===== config.mk =====
export PLATFORM = sky130hd
export DESIGN_NAME = id_wb_arbiter
export DESIGN_NICKNAME = d
export VERILOG_FILES = /design/src/rtl/id_wb_arbiter.sv
export SDC_FILE = /design/constraint.sdc
export NUM_CORES = 1
export LEC_CHECK = 0
export CELL_PAD_IN_SITES_DETAIL_PLACEMENT = 1
export CELL_PAD_IN_SITES_GLOBAL_PLACEMENT = 1
export CORE_ASPECT_RATIO = 2
export CORE_MARGIN = 3
export CORE_UTILIZATION = 27
export DETAILED_ROUTE_END_ITERATION = 7
export MAX_ROUTING_LAYER = met4
export PLACE_DENSITY_LB_ADDON = 0.2
export SYNTH_ARGS = -nofsm -noshare
export SYNTH_HDL_FRONTEND = slang
export SYNTH_SLANG_ARGS = --single-unit

===== constraint.sdc =====
create_clock -name Clk -period 2.2 [get_ports Clk]
set_clock_uncertainty 0.05 [all_clocks]
set_input_delay 0.22 -clock Clk [delete_from_list [all_inputs] [get_ports Clk]]
set_output_delay 0.22 -clock Clk [all_outputs]
set_load 0.005 [all_outputs]

===== src/rtl/id_wb_arbiter.sv =====
// Register-file write-port arbiter: pipeline WB vs buffered long-latency results.
// Define WB_SCOREBOARD_EN to enable the pending-destination scoreboard.
module id_wb_arbiter #(
    parameter int REG_DATA_WIDTH     = 32,
    parameter int REGFILE_ADDR_WIDTH = 5,
    parameter int REGFILE_DEPTH      = 32,
    parameter int STARVE_LIMIT       = 4
) (
    input  logic                          Clk,
    input  logic                          Reset_n,
    input  logic                          Wb_valid,
    output logic                          Wb_ready,
    input  logic [REGFILE_ADDR_WIDTH-1:0] Wb_rd,
    input  logic [REG_DATA_WIDTH-1:0]     Wb_data,
    input  logic                          Ll_valid,
    output logic                          Ll_ready,
    input  logic [REGFILE_ADDR_WIDTH-1:0] Ll_rd,
    input  logic [REG_DATA_WIDTH-1:0]     Ll_data,
    input  logic                          Issue_valid,
    output logic                          Issue_ready,
    input  logic [REGFILE_ADDR_WIDTH-1:0] Issue_rd,
    input  logic [REGFILE_ADDR_WIDTH-1:0] Rs1_addr,
    input  logic [REGFILE_ADDR_WIDTH-1:0] Rs2_addr,
    output logic                          Rs1_busy,
    output logic                          Rs2_busy,
    output logic [REGFILE_ADDR_WIDTH-1:0] Rd_addr,
    output logic [REG_DATA_WIDTH-1:0]     Rd_wr_data,
    output logic                          Rd_wr_en
);

    localparam int CW = $clog2(STARVE_LIMIT + 1);
    localparam logic [CW-1:0] LIMIT = CW'(STARVE_LIMIT);

    logic                          full_q, full_d;
    logic [REGFILE_ADDR_WIDTH-1:0] buf_rd_q, buf_rd_d;
    logic [REG_DATA_WIDTH-1:0]     buf_data_q, buf_data_d;
    logic [CW-1:0]                 starve_q, starve_d;
    logic                          force_gnt;
    logic                          buf_gnt;
    logic                          wb_gnt;

    always_comb begin
        force_gnt  = full_q && (starve_q == LIMIT);
        buf_gnt    = force_gnt || (full_q && !Wb_valid);
        wb_gnt     = !force_gnt && Wb_valid;
        Wb_ready   = !force_gnt;
        Ll_ready   = !full_q;
        Rd_addr    = buf_gnt ? buf_rd_q : Wb_rd;
        Rd_wr_data = buf_gnt ? buf_data_q : Wb_data;
        // Gated by reset so a held-low reset never leaks a write.
        Rd_wr_en   = Reset_n && (buf_gnt || wb_gnt) && (Rd_addr != '0);
        full_d     = full_q;
        buf_rd_d   = buf_rd_q;
        buf_data_d = buf_data_q;
        starve_d   = starve_q;
        if (buf_gnt) begin
            full_d = 1'b0;
        end else if (Ll_valid && !full_q) begin
            full_d     = 1'b1;
            buf_rd_d   = Ll_rd;
            buf_data_d = Ll_data;
        end
        if (buf_gnt || !full_q) begin
            starve_d = '0;
        end else if (starve_q != LIMIT) begin
            starve_d = starve_q + CW'(1);
        end
    end

    always_ff @(posedge Clk) begin
        if (!Reset_n) begin
            full_q     <= 1'b0;
            buf_rd_q   <= '0;
            buf_data_q <= '0;
            starve_q   <= '0;
        end else begin
            full_q     <= full_d;
            buf_rd_q   <= buf_rd_d;
            buf_data_q <= buf_data_d;
            starve_q   <= starve_d;
        end
    end

`ifdef WB_SCOREBOARD_EN
    logic [REGFILE_DEPTH-1:0] pending_q, pending_d;
    logic [REGFILE_DEPTH-1:0] set_vec, clr_vec;
    logic                     clr_issue;

    always_comb begin
        set_vec     = '0;
        clr_vec     = '0;
        clr_issue   = buf_gnt && (buf_rd_q == Issue_rd);
        Issue_ready = !pending_q[Issue_rd] || clr_issue;
        Rs1_busy    = pending_q[Rs1_addr] &&
                      !(buf_gnt && (buf_rd_q == Rs1_addr));
        Rs2_busy    = pending_q[Rs2_addr] &&
                      !(buf_gnt && (buf_rd_q == Rs2_addr));
        if (buf_gnt) clr_vec[buf_rd_q] = 1'b1;
        if (Issue_valid && Issue_ready && (Issue_rd != '0))
            set_vec[Issue_rd] = 1'b1;
        // Set is applied after clear so a same-edge re-issue keeps the bit.
        pending_d    = (pending_q & ~clr_vec) | set_vec;
        pending_d[0] = 1'b0;
    end

    always_ff @(posedge Clk) begin
        if (!Reset_n) pending_q <= '0;
        else          pending_q <= pending_d;
    end
`else
    logic unused_issue;

    assign unused_issue = ^{Issue_valid, Issue_rd, Rs1_addr, Rs2_addr};
    assign Issue_ready  = 1'b1;
    assign Rs1_busy     = 1'b0;
    assign Rs2_busy     = 1'b0;
`endif

endmodule


==> summary.md, run 1 <==
| Metric | Value |
|---|---|
| Run status | finished clean |
| Max-slew violations | 0 |
| Commonest cells in the netlist | nand2_1, dfxtp_1, a21boi_0 |
| Antenna viol nets, final | 0 |
| Initial drt markers | 62 |
| Reg clk slew, reported paths | 60 ps |
| CTS tree | done |
| WS Path Type | reg2out |
| DRC Markers | 0 |
| FMAX | 0.4623 GHz |
| Crit-path cells | inv_2 -> ha_4 -> a21bo_4 -> nand2_8 -> buf_12 -> buf_16 -> buf_12 -> mux2_4 -> buf_6 |
| Sink Count | 41 |
| Crit path DAT | 1890 ps |
| Sequential share of power | 0.355 |
| Largest net degree at the start of global routing | 40 |
| Fin. Hold Viols | 0 |
| Die Width | 70.89 µm |
| Post-route minimum period | 2163 ps |
| Synth-to-Final Area Change | 72.59% |
| Via density | 4.583 |
| GRT Overall Usage | 0.1561 |
| Cell Area, Synth | 0.002273 mm² |
| Largest area contributor in the netlist | dfxtp_1 |
| Synthesis-stage register bit count | 41 |
| Ys Warns | 0 |
| Net Switching | 0.0005012 W |
| Placed insts | 445 |
| Clk_lat worst skew | 280 ps |
| Int Power | 0.001794 W |
| P_leak | 1.695 nW |
| CTS HTree Levels | 2 |
| Core Area | 0.008058 mm² |
| Critical Path Source | starve_q[0]$_SDFFE_PP0P_ |
| Clock power frac | 0.411 |
| Root Driver | clkbuf_16 |
| Wire per inst | 15.29 µm |
| Number of global-route vias before repair | 2371 |
| RSZ-0062 raised after global routing | true |
| Critical Path Sink Type | output pin |
| Final nets | 467 |
| Fillers | 912 |
| N_diodes | 0 |
| CP most frequent cell | buf_12 |
| Power Total | 0.002295 W |
| Ys async rst share | 0 |
| Max_cap viols | 0 |
| VDD IR-drop max | 362.4 µV |
| Starting density of the core | 0.2821 |
| Top cell type's share of synthesized area | 0.3610 |
| Total negative slack | 0 ps |
| Synth area leaders | dfxtp_1, mux2_4, nand2_1 |
| Die Area | 0.009624 mm² |
| Row count | 46 |
| CP bufs+invs | 5 |
| Crit share post-route | 0.9833 |
| Dominant synthesized flop cell | dfxtp_1 |
| Critical Path Source Type | register |
| Count of cell types in the netlist | 30 |
| Final std cells w/o fill | 468 |
| Multi-input logic area | 0.001291 mm² |
| DR pass1 iterations | 3 |
| Register area | 824.5 µm² |
| Logic pwr share | 0.234 |
| Syn_area_per_cell | 9.633 µm² |
| Most frequent cell after synthesis | nand2_1 |
| Setup-failing EPs final | 0 |
| Worst-path maximum fanout | 5 |
| Vert. Die Dim | 135.8 µm |
| Vias | 2145 |
| Final WL | 7158 µm |
| I/O Pins | 137 |
| Overflow after GRT | 0 |
| Hold WC Path Type | reg2reg |
| PD cells | 585.0 mW/mm² |
| CP max stage delay | 330 ps |
| Number of synthesized flops with an enable pin | 0 |
| Port-buffer cells | 117 |
| Top cell family by delay on the critical path | buffers and inverters |
| Req. time, crit path | 1930 ps |
| Sequential area share after synthesis | 0.3610 |
| Initial antenna violation count | 0 |
| CP max stage cell | dfxtp_2 |
| Detailed-placement wirelength estimate | 5068 µm |
| First-pass GRT wire length | 11320 µm |
| Max Root-Sink Buffers | 2 |
| Inserted Clock Buffers | 5 |
| Routability-driven placement congestion ratio | 0.7320 |
| Sw Ratio | 0.2183 |
| Hold path startpoint | buf_data_q[20]$_SDFFE_PN0P_ |
| Hold-fix buffers, CTS | 0 |
| R2R Path Start | full_q$_SDFFE_PP0P_ |
| Layout cells sized above 1 | 0.2849 |
| Synth Instances | 236 |
-- metal layers --
layer | vias to the layer above | routed length, µm | global-route usage
li1 | 1048 | - | -
met1 | 1007 | 2458 | 0.1448
met2 | 76 | 4120 | 0.3009
met3 | 14 | 345 | 0.02897
met4 | 0 | 233 | 0.06799
met5 | - | 0 | -
-- power by group through the flow --
stage | Clock, W | Sequential [W] | Combinational (W)
after floorplan | 0 | 0.000818 | 0.000241
after global placement | 0 | 0.000831 | 0.000506
after detailed placement | 0 | 0.000833 | 0.000515
after CTS | 0.000969 | 0.000817 | 0.000542
after global routing | 0.00100 | 0.000822 | 0.000583
final | 0.000943 | 0.000815 | 0.000537
-- registers in the layout, indices dropped and copies added, names as in the netlist --
| name | cells |
|---|---|
| starve_q | 3 |
| buf_data_q | 32 |
| buf_rd_q | 5 |
| full_q | 1 |
-- layout make-up --
class / instances / share of cell area
Multi-Input combinational cell: 174 / 0.3291
Timing Repair Buffer: 146 / 0.3788
Clock inverter: 3 / 0.01658
Tap cell: 96 / 0.03061
Clock buffer: 5 / 0.03189
Sequential cell: 41 / 0.2101
Inverter: 3 / 0.002870
-- cell families after synthesis --
logic type,Yosys count,share of synthesized area
other cells,2,0.003303
simple gates,88,0.1635
mux,38,0.2372
buf+inv,22,0.08255
fa+ha+maj,2,0.01101
compound gates,43,0.1414
flops,41,0.3610
-- worst min-delay path, cell delays in order (launching register included) --
cell	delay [ps]
dfxtp_1	310
nand2_1	40
a21boi_0	60
-- worst paths after layout --
check                                 to  slack, ps  cells after the start
max reg2reg   buf_data_q[8]$_SDFFE_PN0P_        850                      4
max                       Rd_wr_data[10]         40                      9
min reg2reg  buf_data_q[20]$_SDFFE_PN0P_        410                      2
min          buf_data_q[20]$_SDFFE_PN0P_        410                      2
-- metrics by stage --
step                      setup slack [ps]  cell area, µm²  hold slack (ps)    util
after global routing                -29.78            3924            434.7  0.4870
after CTS                            8.167            3943            417.2  0.4893
final                                36.82            3924            411.2  0.4870
after global placement              -115.5            3535            401.3  0.4387
after floorplan                      531.4            2277            304.8       -
after detailed placement            -128.0            3535            408.1  0.4387
-- repair_timing --
item	in CTS	in global routing
pin swaps	2	0
setup buffers	13	2
gates resized for setup	118	18
setup endpoints to repair	38	36
cloned	2	0
-- layout by cell type, fill, tap and decap left out, types with 7 or more instances in the layout --
cell             synthesis  final
mux2_2                   7      7
a21boi_0                33     33
mux2_4                  30     30
clkbuf_2                 0      9
buf_12                   3      7
nand2_1                 74     74
clkdlybuf4s50_1          0     79
buf_6                    4     15
clkdlybuf4s15_1          0     15
buf_4                    3     15
dfxtp_1                 41     38
(Power assumes the default switching activity.)
==> run 2, diff against run 1 <==
--- a/config.mk
+++ b/config.mk
@@ -11,6 +11,7 @@
 export CORE_MARGIN = 3
 export CORE_UTILIZATION = 27
 export DETAILED_ROUTE_END_ITERATION = 7
+export GPL_TIMING_DRIVEN = 0
 export MAX_ROUTING_LAYER = met4
 export PLACE_DENSITY_LB_ADDON = 0.2
 export SYNTH_ARGS = -nofsm -noshare
==> summary.md, run 2 (synthesis results as in run 1) <==
| Metric | Value |
|---|---|
| CTS HTree Levels | 2 |
| CP max stage cell | dfxtp_2 |
| Multi-input logic area | 0.001292 mm² |
| Root Driver | clkbuf_16 |
| Min Hold Slack | 285.4 ps |
| CP max stage delay | 340 ps |
| Fillers | 928 |
| Die Width | 70.89 µm |
| Final core occ | 0.4787 |
| Crit-path cells | inv_2 -> ha_4 -> a21bo_4 -> nand2_8 -> buf_4 -> buf_6 -> buf_12 -> mux2_4 -> clkbuf_2 |
| Hold WC Path Type | in2reg |
| Vert. Die Dim | 135.8 µm |
| Final WL | 7495 µm |
| PD cells | 561.7 mW/mm² |
| FMAX | 0.4623 GHz |
| Clk_lat worst skew | 280 ps |
| Die Area | 0.009624 mm² |
| Most frequent cells in the layout | clkdlybuf4s50_1, nand2_1, dfxtp_1 |
| Power Total | 0.002167 W |
| DR pass1 iterations | 2 |
| Run status | finished clean |
| Via density | 4.505 |
| Hold-fix buffers, CTS | 0 |
| Antenna viol nets, final | 0 |
| VDD IR-drop max | 424.2 µV |
| P_leak | 1.711 nW |
| Core Area | 0.008058 mm² |
| Max_cap viols | 0 |
| Critical Path Sink Type | output pin |
| WP depth | 9 |
| Total negative slack | 0 ps |
| Worst-path maximum fanout | 6 |
| Initial antenna violation count | 0 |
| Number of global-route vias before repair | 2439 |
| Commonest non-fill, non-tap cell in the layout | clkdlybuf4s50_1 |
| Vias | 2158 |
| Worst slack, placed | -169.1 ps |
| First-pass GRT wire length | 11950 µm |
| Starting density of the core | 0.2821 |
| Sink Count | 41 |
| Register area | 823.3 µm² |
| Reg clk slew, reported paths | 60 ps |
| DRC Markers | 0 |
| Biggest regs | buf_data_q x32, buf_rd_q x5, starve_q x3 |
| Req. time, crit path | 1930 ps |
| Fin. Hold Viols | 0 |
| Largest net degree at the start of global routing | 13 |
| Crit path DAT | 1890 ps |
| Overflow after GRT | 0 |
| CTS tree | done |
| Hold Crit Depth | 2 |
| Initial drt markers | 41 |
| Max Root-Sink Buffers | 2 |
| Layout cells sized above 1 | 0.3238 |
| Synth-to-Final Area Change | 69.68% |
| Critical Path Source Type | register |
| Final nets | 479 |
| Setup-failing EPs final | 0 |
| Routability-driven placement congestion ratio | 0.7149 |
| Worst Setup Slack, final | 36.69 ps |
| WS Path Type | reg2out |
| GRT Overall Usage | 0.1636 |
| Port-buffer cells | 116 |
| RSZ-0062 raised after global routing | true |
| Number of flip-flops in the largest register | 32 |
| Row count | 46 |
| Max-slew violations | 0 |
| CP bufs+invs | 5 |
| I/O Pins | 137 |
| Biggest register | buf_data_q |
| Crit share post-route | 0.9833 |
| Top cell family by delay on the critical path | buffers and inverters |
| Inserted Clock Buffers | 5 |
| Post-route minimum period | 2163 ps |
| R2R cell count | 5 |
| N_diodes | 0 |
| Wire per inst | 15.65 µm |
| Detailed-placement wirelength estimate | 5648 µm |
==> run 2: changes by cell type in the layout (fill, tap and decap cells not counted), sizes merged <==
cell / previous run / this run
clkbuf: 14 / 28
clkdlybuf4s15: 15 / 2
buf: 42 / 54
bufinv: 2 / 1
clkdlybuf4s50: 79 / 78
==> run 2: worst paths after layout <==
path | startpoint | end | slack, ps
hold / removal | Reset_n | buf_data_q[20]$_SDFFE_PN0P_ | 290
setup / recovery | starve_q[0]$_SDFFE_PP0P_ | Rd_wr_data[17] | 40
hold reg to reg | buf_data_q[14]$_SDFFE_PN0P_ | buf_data_q[14]$_SDFFE_PN0P_ | 420
setup reg to reg | full_q$_SDFFE_PP0P_ | buf_data_q[2]$_SDFFE_PN0P_ | 840
==> run 2: area by class of cell <==
type,count,share of cell area
plain buffers,17,0.03536
flip-flops and latches,41,0.2134
clock inverters,2,0.009082
clock buffers,5,0.03244
inverters,3,0.002919
multi-input cells,174,0.3351
repair buffers,141,0.3406
well taps,96,0.03114
==> run 2: routing by layer <==
layer  vias to the layer above  wire, µm  GRT usage  share of wire
li1                       1070         -          -              -
met1                      1012      2521     0.1531           0.34
met2                        68      4516     0.3314           0.60
met3                         8       335    0.02229          0.045
met4                         0       123    0.04707          0.016
met5                         -         0          -              0
==> run 2: where the power goes <==
group,internal [W],switching [W]
Sequential,0.000786,0.0000249
Clock,0.000527,0.000287
Combinational,0.000356,0.000186
==> run 2: per-stage QoR <==
step / cell area [µm²] / cells
detailed placement: 3558 / 449
global route: 3857 / 479
CTS: 3933 / 477
global placement: 3558 / 449
floorplan: 2277 / 237
finish: 3857 / 479
==> run 2: worst register-to-register path, stage by stage, from the launching register on <==
cell and delay [ps]:
dfxtp_1 310, and2b_1 180, buf_2 210, buf_2 280, nand2_1 90, a21boi_0 160
==> run 2: timing repair <==
item / in CTS / in global routing
pin swaps: 3 / 2
setup buffers: 20 / 6
endpoints found under the setup margin: 38 / 34
gates resized for setup: 114 / 40
cloned: 2 / 0
